**src/rtl/dmem_axi_master_if.sv**
```systemverilog
// AXI4 bus bundle between the data-memory bridge (master) and the interconnect (slave).
interface dmem_axi_master_if #(
  parameter int unsigned ADDR_BITS = 32,
  parameter int unsigned DATA_BITS = 32,
  parameter int unsigned ID_BITS   = 4
);
  localparam int unsigned STRB_BITS = DATA_BITS / 8;

  logic [ID_BITS-1:0]   AWID;
  logic [ADDR_BITS-1:0] AWADDR;
  logic [7:0]           AWLEN;
  logic [2:0]           AWSIZE;
  logic [1:0]           AWBURST;
  logic                 AWVALID;
  logic                 AWREADY;

  logic [DATA_BITS-1:0] WDATA;
  logic [STRB_BITS-1:0] WSTRB;
  logic                 WLAST;
  logic                 WVALID;
  logic                 WREADY;

  logic [ID_BITS-1:0]   BID;
  logic [1:0]           BRESP;
  logic                 BVALID;
  logic                 BREADY;

  logic [ID_BITS-1:0]   ARID;
  logic [ADDR_BITS-1:0] ARADDR;
  logic [7:0]           ARLEN;
  logic [2:0]           ARSIZE;
  logic [1:0]           ARBURST;
  logic                 ARVALID;
  logic                 ARREADY;

  logic [ID_BITS-1:0]   RID;
  logic [DATA_BITS-1:0] RDATA;
  logic [1:0]           RRESP;
  logic                 RLAST;
  logic                 RVALID;
  logic                 RREADY;

  modport master (
    output AWID, AWADDR, AWLEN, AWSIZE, AWBURST, AWVALID,
    input  AWREADY,
    output WDATA, WSTRB, WLAST, WVALID,
    input  WREADY,
    input  BID, BRESP, BVALID,
    output BREADY,
    output ARID, ARADDR, ARLEN, ARSIZE, ARBURST, ARVALID,
    input  ARREADY,
    input  RID, RDATA, RRESP, RLAST, RVALID,
    output RREADY
  );

  modport slave (
    input  AWID, AWADDR, AWLEN, AWSIZE, AWBURST, AWVALID,
    output AWREADY,
    input  WDATA, WSTRB, WLAST, WVALID,
    output WREADY,
    output BID, BRESP, BVALID,
    input  BREADY,
    input  ARID, ARADDR, ARLEN, ARSIZE, ARBURST, ARVALID,
    output ARREADY,
    output RID, RDATA, RRESP, RLAST, RVALID,
    input  RREADY
  );
endinterface

```
**src/rtl/dmem_axi_master.sv**
```systemverilog
// CPU data-memory port to AXI4 master bridge: one single-beat AXI transaction per request.
// Optional macro DMEM_AXI_ERR_EN adds a sticky first-error flag and address (err_o/err_addr_o).
module dmem_axi_master #(
  parameter int unsigned AXI_ADDR_BITS = 32,
  parameter int unsigned AXI_DATA_BITS = 32,
  parameter int unsigned AXI_ID_BITS   = 4,
  parameter int unsigned MASTER_ID     = 1
) (
  input  logic                       ACLK,
  input  logic                       ARESETn,
  input  logic [AXI_ADDR_BITS-1:0]   dmem_addr,
  input  logic                       dmem_ren,
  input  logic                       dmem_wen,
  input  logic [AXI_DATA_BITS/8-1:0] dmem_wstrb,
  input  logic [AXI_DATA_BITS-1:0]   dmem_wdata,
  output logic [AXI_DATA_BITS-1:0]   dmem_rdata,
  output logic                       stall_o,
`ifdef DMEM_AXI_ERR_EN
  output logic                       err_o,
  output logic [AXI_ADDR_BITS-1:0]   err_addr_o,
`endif
  dmem_axi_master_if.master          m_axi
);

  localparam int unsigned STRB_BITS = AXI_DATA_BITS / 8;
  localparam logic [7:0]  AX_LEN    = 8'd0;
  localparam logic [2:0]  AX_SIZE   = 3'b010;
  localparam logic [1:0]  AX_BURST  = 2'b01;

  typedef enum logic [2:0] {
    S_IDLE    = 3'd0,
    S_RD_ADDR = 3'd1,
    S_RD_DATA = 3'd2,
    S_WR_REQ  = 3'd3,
    S_WR_RESP = 3'd4,
    S_DONE    = 3'd5
  } state_e;

  state_e                   r_state, w_state_nxt;
  logic [AXI_ADDR_BITS-1:0] r_addr, w_addr_nxt;
  logic [AXI_DATA_BITS-1:0] r_wdata, w_wdata_nxt;
  logic [STRB_BITS-1:0]     r_wstrb, w_wstrb_nxt;
  logic [AXI_DATA_BITS-1:0] r_rdata, w_rdata_nxt;
  logic                     r_arvalid, w_arvalid_nxt;
  logic                     r_rready, w_rready_nxt;
  logic                     r_awvalid, w_awvalid_nxt;
  logic                     r_wvalid, w_wvalid_nxt;
  logic                     r_bready, w_bready_nxt;
  logic                     w_resp_err;

  // Next-state and next registered-output logic; VALID/READY are registered from the next state.
  always_comb begin
    w_state_nxt   = r_state;
    w_addr_nxt    = r_addr;
    w_wdata_nxt   = r_wdata;
    w_wstrb_nxt   = r_wstrb;
    w_rdata_nxt   = r_rdata;
    w_arvalid_nxt = 1'b0;
    w_rready_nxt  = 1'b0;
    w_awvalid_nxt = 1'b0;
    w_wvalid_nxt  = 1'b0;
    w_bready_nxt  = 1'b0;
    w_resp_err    = 1'b0;

    unique case (r_state)
      S_IDLE: begin
        if (dmem_wen) begin
          w_addr_nxt    = dmem_addr;
          w_wdata_nxt   = dmem_wdata;
          w_wstrb_nxt   = dmem_wstrb;
          w_awvalid_nxt = 1'b1;
          w_wvalid_nxt  = 1'b1;
          w_state_nxt   = S_WR_REQ;
        end else if (dmem_ren) begin
          w_addr_nxt    = dmem_addr;
          w_arvalid_nxt = 1'b1;
          w_state_nxt   = S_RD_ADDR;
        end
      end
      S_RD_ADDR: begin
        if (r_arvalid && m_axi.ARREADY) begin
          w_rready_nxt = 1'b1;
          w_state_nxt  = S_RD_DATA;
        end else begin
          w_arvalid_nxt = 1'b1;
        end
      end
      S_RD_DATA: begin
        if (r_rready && m_axi.RVALID) begin
          w_rdata_nxt = m_axi.RDATA;
          w_resp_err  = |m_axi.RRESP;
          w_state_nxt = S_DONE;
        end else begin
          w_rready_nxt = 1'b1;
        end
      end
      S_WR_REQ: begin
        // AW and W retire independently; a dropped VALID marks that channel as done.
        w_awvalid_nxt = r_awvalid & ~m_axi.AWREADY;
        w_wvalid_nxt  = r_wvalid & ~m_axi.WREADY;
        if (!w_awvalid_nxt && !w_wvalid_nxt) begin
          w_bready_nxt = 1'b1;
          w_state_nxt  = S_WR_RESP;
        end
      end
      S_WR_RESP: begin
        if (r_bready && m_axi.BVALID) begin
          w_resp_err  = |m_axi.BRESP;
          w_state_nxt = S_DONE;
        end else begin
          w_bready_nxt = 1'b1;
        end
      end
      S_DONE:  w_state_nxt = S_IDLE;
      default: w_state_nxt = S_IDLE;
    endcase
  end

  always_ff @(posedge ACLK or negedge ARESETn) begin
    if (!ARESETn) begin
      r_state   <= S_IDLE;
      r_addr    <= '0;
      r_wdata   <= '0;
      r_wstrb   <= '0;
      r_rdata   <= '0;
      r_arvalid <= 1'b0;
      r_rready  <= 1'b0;
      r_awvalid <= 1'b0;
      r_wvalid  <= 1'b0;
      r_bready  <= 1'b0;
    end else begin
      r_state   <= w_state_nxt;
      r_addr    <= w_addr_nxt;
      r_wdata   <= w_wdata_nxt;
      r_wstrb   <= w_wstrb_nxt;
      r_rdata   <= w_rdata_nxt;
      r_arvalid <= w_arvalid_nxt;
      r_rready  <= w_rready_nxt;
      r_awvalid <= w_awvalid_nxt;
      r_wvalid  <= w_wvalid_nxt;
      r_bready  <= w_bready_nxt;
    end
  end

  // Stall is combinational so the pipeline freezes in the same cycle a request appears.
  assign stall_o = ((r_state == S_IDLE) && (dmem_ren || dmem_wen)) ||
                   (r_state == S_RD_ADDR) || (r_state == S_RD_DATA) ||
                   (r_state == S_WR_REQ)  || (r_state == S_WR_RESP);

  assign dmem_rdata     = r_rdata;

  assign m_axi.AWID     = AXI_ID_BITS'(MASTER_ID);
  assign m_axi.AWADDR   = r_addr;
  assign m_axi.AWLEN    = AX_LEN;
  assign m_axi.AWSIZE   = AX_SIZE;
  assign m_axi.AWBURST  = AX_BURST;
  assign m_axi.AWVALID  = r_awvalid;
  assign m_axi.WDATA    = r_wdata;
  assign m_axi.WSTRB    = r_wstrb;
  assign m_axi.WLAST    = 1'b1;
  assign m_axi.WVALID   = r_wvalid;
  assign m_axi.BREADY   = r_bready;
  assign m_axi.ARID     = AXI_ID_BITS'(MASTER_ID);
  assign m_axi.ARADDR   = r_addr;
  assign m_axi.ARLEN    = AX_LEN;
  assign m_axi.ARSIZE   = AX_SIZE;
  assign m_axi.ARBURST  = AX_BURST;
  assign m_axi.ARVALID  = r_arvalid;
  assign m_axi.RREADY   = r_rready;

`ifdef DMEM_AXI_ERR_EN
  logic                     r_err;
  logic [AXI_ADDR_BITS-1:0] r_err_addr;

  // Sticky first-error capture; later errors never overwrite the recorded address.
  always_ff @(posedge ACLK or negedge ARESETn) begin
    if (!ARESETn) begin
      r_err      <= 1'b0;
      r_err_addr <= '0;
    end else if (w_resp_err && !r_err) begin
      r_err      <= 1'b1;
      r_err_addr <= r_addr;
    end
  end

  assign err_o      = r_err;
  assign err_addr_o = r_err_addr;

  logic w_unused_ok;
  assign w_unused_ok = ^{m_axi.BID, m_axi.RID, m_axi.RLAST};
`else
  logic w_unused_ok;
  assign w_unused_ok = ^{m_axi.BID, m_axi.RID, m_axi.RLAST, m_axi.RRESP, m_axi.BRESP, w_resp_err};
`endif

endmodule

```
**src/flat_wrapper.sv**
```systemverilog
// flat-port wrapper written by rule: the top's interface ports become plain ports
module dmem_axi_master_flat 
#(
  parameter int unsigned AXI_ADDR_BITS = 32,
  parameter int unsigned AXI_DATA_BITS = 32,
  parameter int unsigned AXI_ID_BITS   = 4,
  parameter int unsigned MASTER_ID     = 1
)
  (ACLK, ARESETn, dmem_addr, dmem_ren, dmem_wen, dmem_wstrb, dmem_wdata, dmem_rdata, stall_o, m_axi_AWID, m_axi_AWADDR, m_axi_AWLEN, m_axi_AWSIZE, m_axi_AWBURST, m_axi_AWVALID, m_axi_AWREADY, m_axi_WDATA, m_axi_WSTRB, m_axi_WLAST, m_axi_WVALID, m_axi_WREADY, m_axi_BID, m_axi_BRESP, m_axi_BVALID, m_axi_BREADY, m_axi_ARID, m_axi_ARADDR, m_axi_ARLEN, m_axi_ARSIZE, m_axi_ARBURST, m_axi_ARVALID, m_axi_ARREADY, m_axi_RID, m_axi_RDATA, m_axi_RRESP, m_axi_RLAST, m_axi_RVALID, m_axi_RREADY);
  dmem_axi_master_if m_axi_i ();
  input  logic ACLK;
  input  logic ARESETn;
  input  logic [AXI_ADDR_BITS-1:0] dmem_addr;
  input  logic dmem_ren;
  input  logic dmem_wen;
  input  logic [AXI_DATA_BITS/8-1:0] dmem_wstrb;
  input  logic [AXI_DATA_BITS-1:0] dmem_wdata;
  output logic [AXI_DATA_BITS-1:0] dmem_rdata;
  output logic stall_o;
  output wire logic [$bits(m_axi_i.AWID)-1:0] m_axi_AWID;
  output wire logic [$bits(m_axi_i.AWADDR)-1:0] m_axi_AWADDR;
  output wire logic [$bits(m_axi_i.AWLEN)-1:0] m_axi_AWLEN;
  output wire logic [$bits(m_axi_i.AWSIZE)-1:0] m_axi_AWSIZE;
  output wire logic [$bits(m_axi_i.AWBURST)-1:0] m_axi_AWBURST;
  output wire logic [$bits(m_axi_i.AWVALID)-1:0] m_axi_AWVALID;
  input wire logic [$bits(m_axi_i.AWREADY)-1:0] m_axi_AWREADY;
  output wire logic [$bits(m_axi_i.WDATA)-1:0] m_axi_WDATA;
  output wire logic [$bits(m_axi_i.WSTRB)-1:0] m_axi_WSTRB;
  output wire logic [$bits(m_axi_i.WLAST)-1:0] m_axi_WLAST;
  output wire logic [$bits(m_axi_i.WVALID)-1:0] m_axi_WVALID;
  input wire logic [$bits(m_axi_i.WREADY)-1:0] m_axi_WREADY;
  input wire logic [$bits(m_axi_i.BID)-1:0] m_axi_BID;
  input wire logic [$bits(m_axi_i.BRESP)-1:0] m_axi_BRESP;
  input wire logic [$bits(m_axi_i.BVALID)-1:0] m_axi_BVALID;
  output wire logic [$bits(m_axi_i.BREADY)-1:0] m_axi_BREADY;
  output wire logic [$bits(m_axi_i.ARID)-1:0] m_axi_ARID;
  output wire logic [$bits(m_axi_i.ARADDR)-1:0] m_axi_ARADDR;
  output wire logic [$bits(m_axi_i.ARLEN)-1:0] m_axi_ARLEN;
  output wire logic [$bits(m_axi_i.ARSIZE)-1:0] m_axi_ARSIZE;
  output wire logic [$bits(m_axi_i.ARBURST)-1:0] m_axi_ARBURST;
  output wire logic [$bits(m_axi_i.ARVALID)-1:0] m_axi_ARVALID;
  input wire logic [$bits(m_axi_i.ARREADY)-1:0] m_axi_ARREADY;
  input wire logic [$bits(m_axi_i.RID)-1:0] m_axi_RID;
  input wire logic [$bits(m_axi_i.RDATA)-1:0] m_axi_RDATA;
  input wire logic [$bits(m_axi_i.RRESP)-1:0] m_axi_RRESP;
  input wire logic [$bits(m_axi_i.RLAST)-1:0] m_axi_RLAST;
  input wire logic [$bits(m_axi_i.RVALID)-1:0] m_axi_RVALID;
  output wire logic [$bits(m_axi_i.RREADY)-1:0] m_axi_RREADY;
  assign m_axi_AWID = m_axi_i.AWID;
  assign m_axi_AWADDR = m_axi_i.AWADDR;
  assign m_axi_AWLEN = m_axi_i.AWLEN;
  assign m_axi_AWSIZE = m_axi_i.AWSIZE;
  assign m_axi_AWBURST = m_axi_i.AWBURST;
  assign m_axi_AWVALID = m_axi_i.AWVALID;
  assign m_axi_i.AWREADY = m_axi_AWREADY;
  assign m_axi_WDATA = m_axi_i.WDATA;
  assign m_axi_WSTRB = m_axi_i.WSTRB;
  assign m_axi_WLAST = m_axi_i.WLAST;
  assign m_axi_WVALID = m_axi_i.WVALID;
  assign m_axi_i.WREADY = m_axi_WREADY;
  assign m_axi_i.BID = m_axi_BID;
  assign m_axi_i.BRESP = m_axi_BRESP;
  assign m_axi_i.BVALID = m_axi_BVALID;
  assign m_axi_BREADY = m_axi_i.BREADY;
  assign m_axi_ARID = m_axi_i.ARID;
  assign m_axi_ARADDR = m_axi_i.ARADDR;
  assign m_axi_ARLEN = m_axi_i.ARLEN;
  assign m_axi_ARSIZE = m_axi_i.ARSIZE;
  assign m_axi_ARBURST = m_axi_i.ARBURST;
  assign m_axi_ARVALID = m_axi_i.ARVALID;
  assign m_axi_i.ARREADY = m_axi_ARREADY;
  assign m_axi_i.RID = m_axi_RID;
  assign m_axi_i.RDATA = m_axi_RDATA;
  assign m_axi_i.RRESP = m_axi_RRESP;
  assign m_axi_i.RLAST = m_axi_RLAST;
  assign m_axi_i.RVALID = m_axi_RVALID;
  assign m_axi_RREADY = m_axi_i.RREADY;
  dmem_axi_master #(.AXI_ADDR_BITS(AXI_ADDR_BITS), .AXI_DATA_BITS(AXI_DATA_BITS), .AXI_ID_BITS(AXI_ID_BITS), .MASTER_ID(MASTER_ID)) u_core (.ACLK(ACLK), .ARESETn(ARESETn), .dmem_addr(dmem_addr), .dmem_ren(dmem_ren), .dmem_wen(dmem_wen), .dmem_wstrb(dmem_wstrb), .dmem_wdata(dmem_wdata), .dmem_rdata(dmem_rdata), .stall_o(stall_o), .m_axi(m_axi_i));
endmodule
```
**config.mk**
```make
export PLATFORM = sky130hd
export DESIGN_NAME = dmem_axi_master_flat
export DESIGN_NICKNAME = d
export VERILOG_FILES = /design/src/rtl/dmem_axi_master_if.sv /design/src/rtl/dmem_axi_master.sv /design/src/flat_wrapper.sv
export SDC_FILE = /design/constraint.sdc
export NUM_CORES = 1
export LEC_CHECK = 0
export ABC_AREA = 1
export BUFFER_PORTS_ARGS = -buffer_cell sky130_fd_sc_hd__buf_2
export CAP_MARGIN = 20
export CORE_AREA = 5 5 126 128
export DETAILED_ROUTE_END_ITERATION = 10
export DIE_AREA = 0 0 131 133
export GPL_TIMING_DRIVEN = 0
export HOLD_SLACK_MARGIN = 0.1
export PLACE_DENSITY = 0.72
export SLEW_MARGIN = 10
export SYNTH_ARGS = -nofsm -noshare
export SYNTH_HDL_FRONTEND = slang
export SYNTH_SLANG_ARGS = --single-unit
```
**constraint.sdc**
```tcl
create_clock -name ACLK -period 3.5 [get_ports ACLK]
set_input_delay 0.35 -clock ACLK [delete_from_list [all_inputs] [get_ports ACLK]]
set_output_delay 0.35 -clock ACLK [all_outputs]
set_load 0.1 [all_outputs]
```
==> impl_metrics.py <==
metrics = {
    "critical_path": {
        "crit_type": "flop to output port",
        "worst_setup_path_end_kind": "output port",
        "crit_arrival_ns": 1.66,
        "reg2reg_from": "u_core.r_state[2]$_DFFE_PN0P_",
        "path_cells": "nor2_1 > o21ai_0 > inv_1 > buf_2",
        "cp_max_fo": 7,
        "required_ns": 3.15,
        "rr_worst_depth": 5,
        "r2r_setup_slack_ns": 2.01,
        "reg2reg_to": "u_core.m_axi.ARADDR[22]$_DFFE_PN0P_",
        "critPathMaxStageDelay_ns": 0.47,
        "critPathLaunchType": "flop",
        "crit_path_top_delay_cell": "dfrtp_1",
    },
    "floorplan": {
        "chipWidth_um": 131,
        "die_area_um2": 17400,
        "num_rows": 45,
        "start_util": 0.331,
        "coreArea_um2": 14800,
        "ios": 295,
        "die_h_um": 133,
    },
    "run": {
        "cap_violations": 0,
    },
    "global_routing": {
        "grt_remaining_overflow": 0,
        "grt_pass1_vias": 4075,
        "grt_use_total": 0.146,
        "antenna_found_initial": 0,
        "grt_pass1_wl_um": 20400,
        "grt_max_degree": 58,
    },
    "logic_synthesis": {
        "syn_area_um2": 4880,
        "synth_ff_type": "dfrtp_1",
        "synth.most_common_cell": "nand2_1",
        "avgSynthCellArea_um2": 8.78,
        "yosys-top-cells-area": "dfrtp_1, nand2_1, buf_4",
        "synth_top_cell_by_area": "dfrtp_1",
        "synth-warning-count": 0,
        "async_flop_share": 1.00,
        "yosys-top-cells-count": "nand2_1, dfrtp_1, inv_1",
        "syn_inst": 556,
        "synth_edf_count": 0,
        "seq_area_frac_synth": 0.554,
        "yosys.area.top_type_share": 0.554,
        "synth-seq-cells": 108,
        "synth.distinct_cells": 19,
    },
    "clock_network": {
        "post_cts_resized": 0,
        "insertion_delay_ns": 0.34,
        "htreeDepth": 3,
        "cts.sinks": 108,
        "cts_buffers": 9,
        "ctsLongestPathBuffers": 2,
        "cts_root_buffer": "clkbuf_16",
        "hold_buffers": 1,
        "post-cts-setup-buffers": 0,
        "cts_tree": "built",
        "cts.reportedPaths.clkPinSlew_ns": 0.07,
    },
    "hold_path": {
        "hold_end": "u_core.dmem_rdata[4]$_DFFE_PN0P_",
        "min_from": "m_axi_RDATA[4]",
        "hold_path.class": "input pin to flop",
        "whs_path_depth": 3,
    },
    "routing": {
        "firstDrtPassIters": 4,
        "drtAntennaViolNets": 0,
        "first_iter_violations": 110,
        "viasPerCell": 4.11,
        "wl_per_cell_um": 12.3,
        "drc_errors": 0,
        "wl_um": 12800,
        "vias": 4282,
    },
    "final_layout": {
        "area_growth_pct": 40.6,
        "nets": 970,
        "drive_above_1_share": 0.419,
        "diodes": 0,
    },
    "place": {
        "io_buffers": 246,
        "dp_hpwl_um": 10300,
        "gp_congestion": 0.784,
    },
    "timing": {
        "slew_headroom": 0.656,
        "setup_viol": 0,
        "fmax_ghz": 0.497,
        "slew_violations": 0,
        "min_period_over_period": 0.575,
        "rsz0062_at_grt": "no",
        "worst_pin_slew_ns": 0.516,
        "hold_viol": 0,
        "setup_tns_ns": 0,
        "period_minus_slack_ns": 2.01,
        "skew_ns": 0.00601,
    },
    "status": {
        "outcome": "finished clean",
    },
}
==> final cells by class <==
class	count	area, µm²
clock inverters	7	124
inverters	73	274
plain buffers	91	656
flip-flops and latches	108	2700
fillers	1493	7890
well taps	188	235
multi-input cells	317	1370
clock buffers	9	225
repair buffers	248	1270
==> critical path, delay by kind of cell (launching register included) <==
kind            cells  cell delay, ns
buf+inv             2            0.49
compound gates      1            0.12
simple gates        1            0.25
flops               1            0.47
==> per-layer routing <==
layer,track usage,share of wire
met1,0.177,0.39
met3,0.0436,0.097
met4,0.0486,0.016
met2,0.245,0.49
met5,0,0
==> sequential cells by signal, indices dropped and copies added, names as in the netlist <==
name                  cells
u_core.dmem_rdata        32
u_core.m_axi.ARADDR      32
u_core.m_axi.ARVALID      1
u_core.m_axi.AWVALID      1
u_core.m_axi.BREADY       1
u_core.m_axi.RREADY       1
u_core.m_axi.WDATA       32
u_core.m_axi.WSTRB        4
u_core.m_axi.WVALID       1
u_core.r_state            3
==> stage by stage <==
step	hold WS, ns	cells	util	instance area [µm²]	setup WS [ns]
3_3_place_gp	0.450	1023	0.439	6470	0.837
6_report	0.231	1041	0.465	6860	1.49
4_1_cts	0.210	1041	0.465	6860	1.47
3_5_place_dp	0.330	1024	0.441	6500	1.87
2_1_floorplan	0.0544	589	-	5000	1.81
5_1_grt	0.221	1041	0.465	6860	1.37
==> layout by cell type (no fill, tap or decap), types with 2 or more instances in the layout <==
cell / Yosys / layout
buf_2: 11 / 256
nand2_1: 160 / 160
dfrtp_1: 108 / 108
inv_1: 73 / 73
buf_4: 72 / 72
o21ai_1: 62 / 62
nand3_1: 42 / 42
conb_1: 2 / 35
clkbuf_16: 0 / 9
o21ai_0: 5 / 5
buf_6: 4 / 5
nor2_1: 4 / 4
clkbuf_1: 3 / 3
o21ai_2: 3 / 3
bufinv_16: 0 / 3
clkinvlp_4: 0 / 3
nor2_2: 2 / 2
==> cells by family after synthesis <==
family / count (synthesis) / synth area share
AOI/OAI and AO/OA: 71 / 0.0751
buffers and inverters: 164 / 0.191
DFF: 108 / 0.554
other: 2 / 0.00154
and+or+nand+nor: 211 / 0.179
==> how the worst max path moves through the flow <==
stage	startpoint	to	slack, ns	cells after the start
2_1_floorplan	u_core.m_axi.ARADDR[0]$_DFFE_PN0P_	m_axi_AWADDR[0]	1.81	1
3_3_place_gp	ARESETn	u_core.m_axi.ARADDR[19]$_DFFE_PN0P_	0.84	1
3_5_place_dp	u_core.r_state[0]$_DFFE_PN0P_	stall_o	1.87	4
4_1_cts	u_core.r_state[0]$_DFFE_PN0P_	stall_o	1.47	4
5_1_grt	u_core.r_state[0]$_DFFE_PN0P_	stall_o	1.37	4
6_report	u_core.r_state[0]$_DFFE_PN0P_	stall_o	1.49	4
Power is left out: the tool's default activity adds up to more than one toggle a clock period on the data nets, which glitch-free logic cannot reach.
